--- config.mk ---
export PLATFORM = sky130hd
export DESIGN_NAME = router_reg_p
export DESIGN_NICKNAME = d
export VERILOG_FILES = /design/src/rtl/router_reg_p.sv
export SDC_FILE = /design/constraint.sdc
export NUM_CORES = 1
export LEC_CHECK = 0
export CAP_MARGIN = 15
export CORE_MARGIN = 8
export CORE_UTILIZATION = 30
export DETAILED_ROUTE_END_ITERATION = 10
export GPL_TIMING_DRIVEN = 0
export PLACE_DENSITY = 0.46
export SYNTH_ARGS = -nofsm -noshare
export SYNTH_HDL_FRONTEND = slang
export SYNTH_SLANG_ARGS = --single-unit
--- constraint.sdc ---
create_clock -name clk -period 3.8 [get_ports clk]
set_input_delay 0.38 -clock clk [delete_from_list [all_inputs] [get_ports clk]]
set_output_delay 0.38 -clock clk [all_outputs]
set_load 0.05 [all_outputs]
--- src/rtl/router_reg_p.sv ---
// Router datapath register block: header/payload staging toward the FIFO, running
// parity and payload count, and end-of-packet parity/length error reporting.
module router_reg_p #(
  parameter int unsigned DW         = 8,
  parameter int unsigned ADDRW      = 2,
  parameter int unsigned ODD_PARITY = 0
) (
  input  logic          clk,
  input  logic          reset,
  input  logic          pkt_valid,
  input  logic          fifo_full,
  input  logic          detect_addr,
  input  logic          lfd_state,
  input  logic          ld_state,
  input  logic          laf_state,
  input  logic          full_state,
  input  logic          rst_int_reg,
  input  logic [DW-1:0] data_in,
  output logic [DW-1:0] dout,
  output logic          err,
  output logic          len_err,
  output logic          parity_done,
  output logic          low_pktvalid
);

  localparam int unsigned      CW       = DW - ADDRW;
  localparam logic [DW-1:0]    PAR_MASK = (ODD_PARITY != 0) ? '1 : '0;

  logic [DW-1:0] r_dout, r_hold, r_hdr, r_int_par, r_pkt_par;
  logic [CW-1:0] r_cnt;
  logic          r_err, r_len_err, r_parity_done, r_pd_q, r_low_pktvalid;

  logic w_ld_acc, w_pd_ld, w_pd_laf;

  // Payload bytes that count toward parity and length.
  assign w_ld_acc = ld_state && pkt_valid && !full_state;
  // Parity byte arrives either directly, or parked in hold_reg behind a full FIFO.
  assign w_pd_ld  = ld_state && !fifo_full && !pkt_valid;
  assign w_pd_laf = laf_state && r_low_pktvalid && !r_parity_done;

  always_ff @(posedge clk) begin
    if (reset) begin
      r_dout         <= '0;
      r_hold         <= '0;
      r_hdr          <= '0;
      r_int_par      <= '0;
      r_pkt_par      <= '0;
      r_cnt          <= '0;
      r_err          <= 1'b0;
      r_len_err      <= 1'b0;
      r_parity_done  <= 1'b0;
      r_pd_q         <= 1'b0;
      r_low_pktvalid <= 1'b0;
    end else begin
      if (detect_addr && pkt_valid) r_hdr <= data_in;

      if (lfd_state)                   r_dout <= r_hdr;
      else if (ld_state && !fifo_full) r_dout <= data_in;
      else if (laf_state)              r_dout <= r_hold;

      if (ld_state && fifo_full) r_hold <= data_in;

      if (detect_addr)    r_int_par <= '0;
      else if (lfd_state) r_int_par <= r_int_par ^ r_hdr;
      else if (w_ld_acc)  r_int_par <= r_int_par ^ data_in;

      if (detect_addr)                     r_cnt <= '0;
      else if (w_ld_acc && (r_cnt != '1))  r_cnt <= r_cnt + 1'b1;

      if (w_pd_ld)       r_pkt_par <= data_in;
      else if (w_pd_laf) r_pkt_par <= r_hold;

      if (detect_addr)              r_parity_done <= 1'b0;
      else if (w_pd_ld || w_pd_laf) r_parity_done <= 1'b1;
      r_pd_q <= r_parity_done;

      if (ld_state && !pkt_valid) r_low_pktvalid <= 1'b1;
      else if (rst_int_reg)       r_low_pktvalid <= 1'b0;

      // Verdict is taken once, one cycle after parity_done rises, then held.
      if (detect_addr) begin
        r_err     <= 1'b0;
        r_len_err <= 1'b0;
      end else if (r_parity_done && !r_pd_q) begin
        r_err     <= (r_int_par ^ PAR_MASK) != r_pkt_par;
        r_len_err <= r_cnt != r_hdr[DW-1:ADDRW];
      end
    end
  end

  assign dout         = r_dout;
  assign err          = r_err;
  assign len_err      = r_len_err;
  assign parity_done  = r_parity_done;
  assign low_pktvalid = r_low_pktvalid;

endmodule

==> results.toml, run 1 <==
[outcome]
status = "finished, final reports clean"

[critical_path]
worst-path-buf-inv = 1
cp-end-kind = "output port"
crit_path_max_fanout = 5
worstReg2RegStart = "r_cnt[0]"
reg2reg_depth = 5
crit_slowest_cell = "clkdlybuf4s50_1"
critPathLaunchType = "flop"
timing.rr.end = "r_cnt[3]"
cpLargestDelayFamily = "buffers and inverters"
crit_chain = "clkdlybuf4s50_1"
startpoint = "parity_done"
endpoint = "parity_done"
critPathRequiredTime_ns = 3.42
r2r_slack_ns = 2.36
cpPeakStageDelay_ns = 0.84
path_class = "flop to output port"
cp_num_cells = 1
arrival_ns = 1.60

[sta]
relSlewSlack_pct = 62.6
hold_viol = 0
skew_ns = 0.0100
fin_setup_tns_ns = 0
finalCriticalPeriod_ns = 1.98
slew_viol_final = 0
fmax_ghz = 0.506
holdWs_ns = 0.261
tightestPinTransition_ns = 0.561
setup_viol = 0
period_share_pct = 52.0
grt_setup_unrepaired = "no"

[min_path]
holdCritPathClass = "input pin to flop"

[synthesis]
syn_inst = 281
yosysTopAreaCell = "dfxtp_1"
synthDistinctLibCells = 43
yosys_warnings = 0
synth_area_mm2 = 0.00236
netlist.area_leader.share_pct = 43.2
synth-seq-cells = 51
syn-num-nets = 300
syn_area_per_cell_um2 = 8.41
yosys_most_used_dff = "dfxtp_1"
synth-async-reset-ratio_pct = 0
synth_edf_count = 0
ys_top_cells_by_area = "dfxtp_1 43%, nand2_1 5.7%, xor2_1 5.6%"
yosysSeqAreaShare_pct = 43.2

[layout]
n_antenna_cell = 0
area_delta_synth_final_pct = 20.7
layout-drive-gt1-share_pct = 6.94
n_fill_cell = 848
nets = 335
final_area_mm2 = 0.00285

[power_and_ir_drop]
combPwrFrac_pct = 16.5
peakVddDrop_mv = 0.130
p_int_mw = 0.756
p_clk_share_pct = 29.6
p_sw_mw = 0.310
seqPwrFrac_pct = 53.9
power-per-cell-area_mw_per_mm2 = 374
swShare_pct = 29.1
p_leak_nw = 1.02

[clock_tree]
holdBufCountCts = 0
insertion_delay_ns = 0.31
cts_made_buffers = 5
cts.sinks = 51
post_cts_buffers = 0
clock-root-buffer = "clkbuf_8"
h-tree-depth = 2
cts_tree = "built"
post_cts_resize_count = 0
clockBufferDepth = 2
path_clk_slew_ns = 0.10

[global_route]
grt_pass1_wl_um = 11400
gr-total-overflow = 0
antenna_found_initial = 0
grt_max_degree = 15
grt_use_total_pct = 13.0
grt_pass1_vias = 2093

[detailed_routing]
route.detailed.drc = 0
drt_iter0_markers = 147
viasPerCell = 5.04
finalWirelength_um = 7200
num_vias = 2110
wl_per_cell_um = 17.2
drtPass1Iterations = 4
detail-route-antenna-nets = 0

[placement]
place.gp.congestion = 0.844
portBuffers = 28
place_hpwl_um = 5370
placed_area_mm2 = 0.00277

[floorplanning]
fp.dieW_um = 105
core-area_mm2 = 0.00769
die_h_um = 105
row_count = 32
fp.dieArea_mm2 = 0.0110
io-pin-count = 30
start_util_pct = 30.7

[flow_run]
maxCapViolations = 0
[how the worst min path moves through the flow]
| stage | slack (ns) | depth (start not counted) | end | start |
|---|---|---|---|---|
| after floorplan | 0.44 | 2 | r_hdr[0] | r_hdr[0] |
| after global placement | 0.45 | 2 | r_hdr[0] | r_hdr[0] |
| after detailed placement | 0.45 | 2 | r_hdr[1] | r_hdr[1] |
| after CTS | 0.26 | 2 | r_pd_q | reset |
| after global routing | 0.27 | 2 | r_pkt_par[0] | reset |
| final | 0.26 | 2 | r_pd_q | reset |
[synthesized netlist by cell type, types with 2 or more instances]
cell type and count:
dfxtp_1 51, nand2_1 36, nor2_1 31, a21oi_1 19, nand3_1 18, o21ai_0 16
xor2_1 15, clkbuf_1 10, xnor2_1 9, a211oi_1 8, a22oi_1 8, a311oi_1 8
a21boi_0 4, a21o_1 4, buf_2 4, buf_4 3, nor2b_1 3, nor3_1 3
a31oi_1 2, and3_1 2, nand2b_1 2, nand4_1 2, nor2_2 2, o211ai_1 2
[final cells by class]
type	count	area, um2	area share [%]
Clock inverter	1	5.00	0.176
Clock buffer	7	76.3	2.68
Multi-Input combinational cell	211	1250	43.7
Buffer	18	91.3	3.20
Inverter	1	3.75	0.132
Timing Repair Buffer	28	280	9.83
Tap cell	102	128	4.48
Sequential cell	51	1020	35.8
[through the flow]
| stage | setup WS, ns | utilization, % | instances | power, mW |
|---|---|---|---|---|
| 2_1_floorplan | 2.32 | - | 281 | 0.691 |
| 3_3_place_gp | 1.64 | 36.0 | 411 | 0.764 |
| 3_5_place_dp | 1.66 | 36.0 | 411 | 0.763 |
| 4_1_cts | 1.82 | 37.1 | 419 | 1.08 |
| 5_1_grt | 1.77 | 37.1 | 419 | 1.11 |
| 6_report | 1.82 | 37.1 | 419 | 1.07 |
[kinds of logic (layout without fill, tap and decap cells)]
kind of cell	after synthesis	count (layout)	share of synthesized area [%]
XOR/XNOR	24	24	8.90
flip-flops	51	51	43.2
AND/OR/NAND/NOR	109	109	21.7
multiplexers	2	2	0.900
AO/OA/AOI/OAI	75	75	20.8
adder cells (fa/ha/maj)	1	1	0.530
buffers and inverters	19	55	4.03
[power groups by stage]
stage,combinational [mW],sequential (mW),clock [mW]
finish,0.176,0.574,0.315
global route,0.193,0.577,0.344
CTS,0.177,0.574,0.325
global placement,0.177,0.587,0
detailed placement,0.177,0.587,0
floorplan,0.0876,0.604,0
[layer usage]
layer | global-route usage (%) | vias up | part of all wire [%]
li1 | - | 1053 | -
met1 | 17.1 | 999 | 49
met2 | 20.6 | 50 | 45
met3 | 3.13 | 8 | 4.7
met4 | 3.57 | 0 | 1.4
met5 | 0 | - | 0
[flip-flops by register name, summed over array words and instances (netlist names)]
register      flops
r_int_par         8
dout              8
err               1
r_pkt_par         8
r_pd_q            1
r_hold            8
parity_done       1
len_err           1
r_hdr             8
r_cnt             6
low_pktvalid      1
[placed cells by master (no fill, tap or decap), types with 2 or more instances in the layout]
cell,count
o211ai_1,2
buf_4,3
nand4_1,2
clkbuf_1,12
a311oi_1,8
a21oi_1,19
xor2_1,15
a31oi_1,2
a21boi_0,4
and3_1,2
a22oi_1,8
a21o_1,4
clkdlybuf4s50_1,28
nor2_1,31
buf_2,4
clkbuf_8,5
nand2b_1,2
a211oi_1,8
nor2b_1,3
o21ai_0,16
nand3_1,18
xnor2_1,9
nor2_2,2
nand2_1,36
dfxtp_1,51
nor3_1,3
Power figures use the tool's default switching activity.
==> inputs of run 2 (changes only) <==
PLACE_DENSITY = 0.48   (was 0.46)
clock period = 1.6 ns   (was 3.8 ns; I/O delays follow)
==> results.toml, run 2 (synthesis results as in run 1) <==
[outcome]
status = "finished, final reports clean"

[sta]
fmax_ghz = 0.656
relSlewSlack_pct = 61.3
period_share_pct = 95.3
slew_viol_final = 0
hold_viol = 0
tightestPinTransition_ns = 0.580
setup_viol = 0
skew_ns = 0.00648
grt_setup_unrepaired = "yes"
holdWs_ns = 0.0413
finalCriticalPeriod_ns = 1.52

[floorplanning]
start_util_pct = 30.7
fp.dieW_um = 105
row_count = 32
fp.dieArea_mm2 = 0.0110
io-pin-count = 30
die_h_um = 105
core-area_mm2 = 0.00769

[critical_path]
critPathRequiredTime_ns = 1.79
r2r_slack_ns = 0.16
worstReg2RegStart = "r_cnt[0]"
crit_path_max_fanout = 8
cp-end-kind = "flop"
reg2reg_depth = 5
arrival_ns = 1.71
critPathLaunchType = "input pin"
path_class = "input pin to flop"
timing.rr.end = "r_cnt[3]"

[detailed_routing]
drtPass1Iterations = 5
finalWirelength_um = 7000
drt_iter0_markers = 136
viasPerCell = 4.96
num_vias = 2079
detail-route-antenna-nets = 0
wl_per_cell_um = 16.7
route.detailed.drc = 0

[power_and_ir_drop]
peakVddDrop_mv = 0.450
p_leak_nw = 1.06
power-per-cell-area_mw_per_mm2 = 886
p_total_mw = 2.52

[global_route]
gr-total-overflow = 0
grt_pass1_vias = 2065
antenna_found_initial = 0
grt_pass1_wl_um = 11300
grt_use_total_pct = 12.9
grt_max_degree = 16

[min_path]
holdCritStartpoint = "reset"
hold_end = "r_pkt_par[0]"
holdCritPathClass = "input pin to flop"
min_path_cells = 2

[layout]
final_cell_mix = "51 x dfxtp_1, 36 x nand2_1, 31 x nor2_1"
multi_input_area_mm2 = 0.00125
n_fill_cell = 822
n_antenna_cell = 0
final_area_mm2 = 0.00284
nets = 335
area_delta_synth_final_pct = 20.2
layout-drive-gt1-share_pct = 7.26
regArea_mm2 = 0.00102
final_common_cell = "dfxtp_1"

[clock_tree]
insertion_delay_ns = 0.31
cts_made_buffers = 5
clockBufferDepth = 2
path_clk_slew_ns = 0.10
cts_tree = "built"
clock-root-buffer = "clkbuf_8"
cts.sinks = 51
h-tree-depth = 2
holdBufCountCts = 0

[placement]
place.gp.congestion = 0.826
place_hpwl_um = 5270
placed_area_mm2 = 0.00277
portBuffers = 28

[flow_run]
maxCapViolations = 0
## run 2: timing repair
| action | CTS | global route |
|---|---|---|
| resized for setup | 12 | 0 |
| setup buffers | 0 | 0 |
| setup endpoints to repair | 12 | 2 |
## run 2: cell type report
class                      count  area share, %
multi-input combinational    211           43.9
tap                          102           4.49
clock inverter                 2          0.441
sequential                    51           35.9
timing repair buffer          28           9.34
buffer                        18           3.22
inverter                       1          0.132
clock buffer                   6           2.56
## run 2: per-stage QoR
stage	cells	setup TNS [ns]	setup WS [ns]	utilization, %
2_1_floorplan	281	0	0.122	-
4_1_cts	419	0	0.0617	36.9
5_1_grt	419	-0.0195	-0.0113	36.9
3_3_place_gp	411	-5.25	-0.260	36.0
6_report	419	0	0.0754	36.9
3_5_place_dp	411	-5.57	-0.280	36.0
## run 2: critical path, cell delays in order
cell and delay, ns:
clkdlybuf4s50_1 0.52, and4bb_2 0.29, clkbuf_1 0.17, a21boi_0 0.34, xor2_1 0.18, nor2_1 0.05
## run 2: where the power goes
part           internal [mW]  switching (mW)  leakage, nW
combinational          0.154           0.251        0.608
clock                  0.307           0.440       0.0412
sequential              1.32          0.0413        0.416
## run 2: how the worst max path moves through the flow
stage | from | to | slack (ns) | cells past startpoint
floorplan | low_pktvalid | r_pkt_par[6] | 0.12 | 5
global placement | ld_state | r_int_par[6] | -0.26 | 6
detailed placement | ld_state | r_int_par[6] | -0.28 | 6
CTS | ld_state | r_int_par[6] | 0.06 | 6
global route | ld_state | r_int_par[6] | -0.01 | 6
finish | ld_state | r_int_par[1] | 0.08 | 6
## run 2: metal layers
metal	global-route usage [%]	part of all wire, %	vias to the layer above
met5	0	0	-
met4	3.36	0.73	0
met3	3.32	5.7	7
met2	20.4	46	54
met1	17.0	48	964
li1	-	-	1054
